--- config.mk ---
export PLATFORM = sky130hd
export DESIGN_NAME = calc_frame_tx
export DESIGN_NICKNAME = d
export VERILOG_FILES = /design/src/rtl/calc_frame_tx.sv
export SDC_FILE = /design/constraint.sdc
export NUM_CORES = 1
export LEC_CHECK = 0
export CAP_MARGIN = 20
export CORE_MARGIN = 2
export CORE_UTILIZATION = 30
export DETAILED_ROUTE_END_ITERATION = 8
export PLACE_DENSITY_LB_ADDON = 0.25
export RECOVER_POWER = 50
export SETUP_SLACK_MARGIN = 0.02
export SLEW_MARGIN = 20
export SYNTH_ARGS = -nofsm -noshare
export SYNTH_HDL_FRONTEND = slang
export SYNTH_SLANG_ARGS = --single-unit
--- constraint.sdc ---
create_clock -name clock -period 2 [get_ports clock]
set_input_delay 0.4 -clock clock [delete_from_list [all_inputs] [get_ports clock]]
set_output_delay 0.4 -clock clock [all_outputs]
set_load 0.03 [all_outputs]
--- src/rtl/calc_frame_tx.sv ---
// calc_frame_tx: serialises num1/num2/op frames onto a 12-bit tagged bus, then waits for a result or times out.
// First frame follows acceptance by one cycle; req_ready only in IDLE; CALC_TX_SKIP_EN enables operand-frame skipping.
module calc_frame_tx #(
  parameter int GAP_CYCLES   = 1,
  parameter int RESP_TIMEOUT = 64
) (
  input  logic        clock,
  input  logic        reset_n,
  input  logic        req_valid,
  output logic        req_ready,
  input  logic [9:0]  req_num1,
  input  logic [9:0]  req_num2,
  input  logic [3:0]  req_op,
  output logic [11:0] out,
  input  logic        res_valid,
  input  logic [15:0] res_data,
  output logic        resp_valid,
  output logic [15:0] resp_data,
  output logic        resp_timeout
);
  typedef enum logic [2:0] {IDLE, N1, N2, OP, GAP, WAIT} state_t;

  localparam logic [3:0] GAP_LAST  = 4'(GAP_CYCLES - 1);
  localparam logic [7:0] WAIT_LAST = 8'(RESP_TIMEOUT - 1);

  state_t     state;
  logic [9:0] num1_r;
  logic [9:0] num2_r;
  logic [3:0] op_r;
  logic [3:0] gap_cnt;
  logic [7:0] wait_cnt;
  logic       accept;
  logic       skip1;
  logic       skip2_req;
  logic       skip2_n1;

  assign req_ready = (state == IDLE);
  assign accept    = req_valid && req_ready;

`ifdef CALC_TX_SKIP_EN
  logic [9:0] cache_num1;
  logic [9:0] cache_num2;
  logic       cache_vld;

  assign skip1     = cache_vld && (req_num1 == cache_num1);
  assign skip2_req = cache_vld && (req_num2 == cache_num2);
  assign skip2_n1  = cache_vld && (num2_r == cache_num2);

  // Cache tracks what the far end last saw; a timeout means it may have lost it.
  always_ff @(posedge clock or negedge reset_n) begin
    if (!reset_n) begin
      cache_num1 <= '0;
      cache_num2 <= '0;
      cache_vld  <= 1'b0;
    end else begin
      if (state == N1) cache_num1 <= num1_r;
      if (state == N2) cache_num2 <= num2_r;
      if (state == OP)
        cache_vld <= 1'b1;
      else if (state == WAIT && !res_valid && wait_cnt == WAIT_LAST)
        cache_vld <= 1'b0;
    end
  end
`else
  assign skip1     = 1'b0;
  assign skip2_req = 1'b0;
  assign skip2_n1  = 1'b0;
`endif

  always_ff @(posedge clock or negedge reset_n) begin
    if (!reset_n) begin
      state        <= IDLE;
      out          <= '0;
      num1_r       <= '0;
      num2_r       <= '0;
      op_r         <= '0;
      gap_cnt      <= '0;
      wait_cnt     <= '0;
      resp_valid   <= 1'b0;
      resp_data    <= '0;
      resp_timeout <= 1'b0;
    end else begin
      resp_valid <= 1'b0;
      case (state)
        IDLE: begin
          out <= '0;
          if (accept) begin
            num1_r <= req_num1;
            num2_r <= req_num2;
            op_r   <= req_op;
            if (!skip1) begin
              state <= N1;
              out   <= {req_num1, 2'b01};
            end else if (!skip2_req) begin
              state <= N2;
              out   <= {req_num2, 2'b10};
            end else begin
              state <= OP;
              out   <= {6'b0, req_op, 2'b11};
            end
          end
        end
        N1: begin
          if (skip2_n1) begin
            state <= OP;
            out   <= {6'b0, op_r, 2'b11};
          end else begin
            state <= N2;
            out   <= {num2_r, 2'b10};
          end
        end
        N2: begin
          state <= OP;
          out   <= {6'b0, op_r, 2'b11};
        end
        OP: begin
          state   <= GAP;
          out     <= '0;
          gap_cnt <= '0;
        end
        GAP: begin
          out <= '0;
          if (gap_cnt == GAP_LAST) begin
            state    <= WAIT;
            gap_cnt  <= '0;
            wait_cnt <= '0;
          end else begin
            gap_cnt <= gap_cnt + 4'd1;
          end
        end
        WAIT: begin
          out <= '0;
          // A result on the last allowed cycle still wins over the timeout.
          if (res_valid) begin
            state        <= IDLE;
            wait_cnt     <= '0;
            resp_valid   <= 1'b1;
            resp_data    <= res_data;
            resp_timeout <= 1'b0;
          end else if (wait_cnt == WAIT_LAST) begin
            state        <= IDLE;
            wait_cnt     <= '0;
            resp_valid   <= 1'b1;
            resp_data    <= '0;
            resp_timeout <= 1'b1;
          end else begin
            wait_cnt <= wait_cnt + 8'd1;
          end
        end
        default: begin
          state <= IDLE;
          out   <= '0;
        end
      endcase
    end
  end
endmodule

* Word level (Yosys, flattened, before mapping)
Cells that the tools add are included.
** Word-level totals
- Bits in registers :: 59
- Bits of input ports :: 44
- Output and inout bits :: 31
- Logic and storage cells :: 50
** Cells by class
- $add $sub $neg :: 2
- Eq/ne operators :: 9
- Multiplexer cells :: 20
- Reductions and logical operators :: 10
** Operator list (count)
- $pmux 12 s3 :: 1
- $mux 16 :: 2
- $mux 8 :: 3
- $pmux 3 s6 :: 1
- $pmux 8 s2 :: 1
- $mux 12 :: 1
- $mux 3 :: 4
- $add 8x1->8 const B :: 1
- $eq 8x6->1 const B :: 1
- $pmux 4 s2 :: 1
- $eq 3x2->1 const B :: 2
- $eq 3x3->1 const B :: 2
- $reduce_and 2->1 :: 3
- $reduce_bool 2->1 :: 3
- $mux 1 :: 5
- $add 4x1->4 const B :: 1
- $logic_not 4->1 :: 1
- $mux 4 :: 1
- $eq 3x1->1 const B :: 1
- $logic_not 3->1 :: 1
- $ne 3x3->1 const B :: 1
- $reduce_and 3->1 :: 1
- $ne 2x1->1 const B :: 1
- $ne 2x2->1 const B :: 1
- $logic_and 1x1->1 :: 1

* Logic depth before layout (Yosys ltp)
- Depth after elaboration :: 4
- Gate-level depth with buffers :: 6
- Depth with buffers taken out :: 6

* Worst setup path after synthesis
No wires, ideal clock.
- Path kind :: register to register
- Start point :: register state[1]
- End point :: register num2_r[1]
- Setup time :: 0.125 ns
- Arrival :: 1.967 ns
- Required time :: 1.875 ns
- Path slack :: -0.092 ns
- Stages on the path, launching flop included :: 6
- Path buffers :: 2
- Clock period less this slack :: 2.092 ns
- Cell sequence :: dfrtp_1 nor3_1 and2_1 buf_2 buf_4 mux2_2
** On the way
- Word-level cells in the longest chain between the ends :: 3
** Ends and longest elaborated chain
- from (decl) :: RTL line 26 : state_t state;
- from (signal assigned) :: RTL line 72 : state <= IDLE;
- from (signal assigned) :: RTL line 92 : state <= N1;
- from (signal assigned) :: RTL line 95 : state <= N2;
- $logic_not 3->1 * :: RTL line 37 : assign req_ready = (state == IDLE);
- via req_ready :: RTL line 10 : output logic req_ready,
- $logic_and 1x1->1 :: RTL line 38 : assign accept = req_valid && req_ready;
- $reduce_and 2->1 (no source line) *
- to (signal assigned) :: RTL line 89 : num2_r <= req_num2;
- to (decl) :: RTL line 28 : logic [9:0] num2_r;
Mark *: on every way through the listed nets, which the timed path passes. The rest lies on a longest branch.
A chain may end at the register's enable or synchronous reset.

* Worst setup path after layout
- Start point :: register state[1]
- End point :: output port req_ready
** On the way
- Word-level cells in the longest chain between the ends :: 1
** Ends and longest elaborated chain (RTL line)
- $logic_not 3->1 :: 37
- to (decl) :: 10
Every way passes these cells.

==> summary.txt <==
Status
  • Status: complete, no violations

Logic synthesis
  • Yosys top cell area share: 59.57%
  • Post-Synthesis Cells: 197
  • Synth Net Count: 244
  • Commonest cells post-synth: dfrtp_1 (59), a22o_1 (23), mux2_2 (14), nand2_1 (10), inv_1 (9)
  • Post-Syn Area: 2479 sq um
  • Distinct cells, synth: 40
  • Post-synth EDFFs: 0
  • Most common cell in the netlist: dfrtp_1
  • Largest cells by area after synthesis: dfrtp_1 (60%), a22o_1 (8.1%), mux2_2 (6.4%), a222oi_1 (1.6%), o21ai_0 (1.6%)
  • Predominant post-synthesis flop cell: dfrtp_1
  • Async SR Flop Fraction: 100.0%
  • Post-synth top area cell: dfrtp_1
  • Yosys warning total: 0
  • Syn_area_per_cell: 12.58 sq um
  • Seq/Total Area, Yosys: 59.57%
  • Yosys reg bits: 59

Route
  • DRT iter0 DRCs: 47
  • Final antenna-violating net count: 0
  • Vias: 1836
  • Via-to-Cell Ratio: about 4.7
  • Total Routed Length: 5307 um
  • Residual DRC: 0
  • First-pass DRT Iterations: 4
  • WL/cell: ~14 um

Worst setup path
  • CP startpoint kind: flop
  • CP max FO: 3
  • Worst R2R Setup Slack: 0.22 ns
  • Critical path type: reg2out
  • Arrival time of the worst setup path: between 1 and 1.5 ns
  • Worst setup EP type: primary output
  • FF-to-FF path depth: 5
  • CP required: 1.60 ns

Pwr
  • Power Internal: between 3 and 4 mW
  • Post-layout power: 5.293 mW
  • Worst VDD drop: 0.0007290 V
  • Power per standard cell area: around 1500 nW/um^2
  • Leakage: 1.537 nW
  • Switching power: between 1.5 and 2 mW
  • Switching Share: between 30% and 40%
  • Comb pwr share: a little over two fifths
  • Seq pwr share: 36.5%
  • Clk pwr share: 20.0%

Floorplanning
  • Top Ports: 75
  • Die area: 9005 sq um
  • Core ar.: a little over 8000 sq um
  • Cell Rows: 33
  • Starting density of the core: 30.63%
  • Horiz. Die Dim: 94.90 um
  • Die Ht: 94.90 um

Min path
  • Hold WC Path Type: in2async

Finish
  • Filler cells: 799
  • Share of cells above drive strength 1: 14.74%
  • Net count, final: 327
  • Synthesis-to-layout area growth: 42.76%
  • Ant diodes: 0

CTS
  • Clk root buf: clkbuf_8
  • Worst skew pair latency: 0.33 ns
  • Hold bufs inserted after CTS: 0
  • CTS sink cnt: 59
  • CTS clk-pin slew, worst paths: 0.06 ns
  • Setup Fix Bufs, Post-CTS: 0
  • TritonCTS Buffers: 9
  • Max Buffers Root-to-Sink: 2
  • H-tree depth: 3
  • TritonCTS clock tree: done

STA
  • Final hold vios: 0
  • Setup TNS Final: 0 ns
  • Max-slew violation count: 0
  • Max-slew headroom: between 20% and 30%
  • Final worst path period share: 89.52%
  • Final Critical Period: between 1.5 and 2 ns
  • # setup viols final: 0
  • Worst-margin pin slew: 1.150 ns
  • Setup Skew: 0.005751 ns
  • RSZ-0062 raised after global routing: false
  • Peak Freq: 0.5585 GHz

Placed design
  • Post-DP HPWL: approximately 3700 um
  • I/O Buffers: 74
  • GPL Wtd Cong: 0.7284

Global route
  • GRT Total Usage: 12.78%
  • First-pass GRT wire length: 8804 um
  • Vias in the first global route: 1881
  • Gr ovfl total: 0
  • Largest net degree at the start of global routing: 41
  • Initial antenna violation count: 0

Run
  • Max Cap Violations: 0
cell families (layout without fill, tap and decap cells):
logic type,count (synthesis),count (layout),synth area share [%]
AOI/OAI and AO/OA,53,53,15.80
xor gates and xnor gates,1,1,0.3534
adders and majority gates,3,3,1.515
buffers and inverters,19,107,4.139
DFF,59,59,59.57
muxes,14,14,6.360
and+or+nand+nor,48,48,12.27
worst max-delay path, stage by stage (launching register included):
cell and delay [ns]:
dfrtp_1 0.39, nor3_1 0.22, dlygate4sd2_1 0.45
cell usage in the layout (no fill, tap or decap), types with 2 or more instances in the layout:
cell             Yosys  final
a21oi_1              5      5
a222oi_1             4      4
a22o_1              23     23
and3_1               2      2
buf_4                3      4
clkbuf_1             1      4
clkbuf_8             0     10
clkdlybuf4s50_1      0     72
clkinv_2             0      3
dfrtp_1             59     59
ha_1                 3      3
inv_1                9      9
mux2_2              14     14
nand2_1             10     10
nand2b_1             3      3
nand3_1              6      6
nor2_1               5      5
nor2b_1              2      2
nor3_1               4      4
nor3b_1              3      3
o21ai_0              8      8
o21ai_1              6      6
or2_2                2      2
per-stage QoR:
stage               hold slack (ns)  utilization, %  cell area [sq um]  instances  setup WS [ns]
floorplan                    0.1044               -               2484        197         0.1868
global placement             0.3893           41.45               3354        374         0.1652
detailed placement           0.3882           41.45               3354        374         0.1348
CTS                         0.02127           43.83               3547        390         0.1906
global route                 0.3660           43.72               3538        390        0.04603
finish                       0.2770           43.72               3538        390         0.2095
area by class of cell:
class	count	area, sq um	area share, %
clock buffer	11	141.4	3.996
clock inverter	5	52.55	1.485
inverter	9	33.78	0.9547
multi-input combinational	119	907.1	25.64
sequential	59	1476	41.73
tap	105	131.4	3.713
timing repair buffer	82	795.8	22.49
state kept, by name, indices dropped and copies added (netlist names):
register and cells:
resp_data 16, resp_timeout 1, num2_r 10, resp_valid 1, op_r 4, out 12, state 3, wait_cnt 8
gap_cnt 4
final timing paths:
| check | from | endpoint |
|---|---|---|
| min in group clock | num2_r[6]$_DFFE_PN0P_ | out[8]$_DFF_PN0_ |
| max | state[1]$_DFFE_PN0P_ | req_ready |
| min | reset_n | num2_r[5]$_DFFE_PN0P_ |
| min reg2reg | num2_r[6]$_DFFE_PN0P_ | out[8]$_DFF_PN0_ |
| max reg2reg | state[2]$_DFFE_PN0P_ | state[0]$_DFFE_PN0P_ |
| max in group asynchronous | reset_n | out[8]$_DFF_PN0_ |
per-layer routing:
| metal | track usage [%] | part of all wire, % |
|---|---|---|
| met1 | 15.95 | 45 |
| met2 | 19.80 | 46 |
| met3 | 5.188 | 7.7 |
| met5 | 0 | 0 |
| met4 | 4.952 | 1.5 |
power by group through the flow:
stage	Combinational (mW)	Sequential, mW	Clock, mW
floorplan	0.909	2.47	0
global placement	2.33	1.95	0
finish	2.30	1.93	1.06
CTS	2.35	1.94	1.10
global route	2.50	2.00	1.16
detailed placement	2.36	1.95	0
timing repair:
action / in CTS / in global routing
hold endpoints to repair: 0 / 0
setup endpoints to repair: 1 / 2
resized for setup: 1 / 1
(Power assumes the default switching activity.)
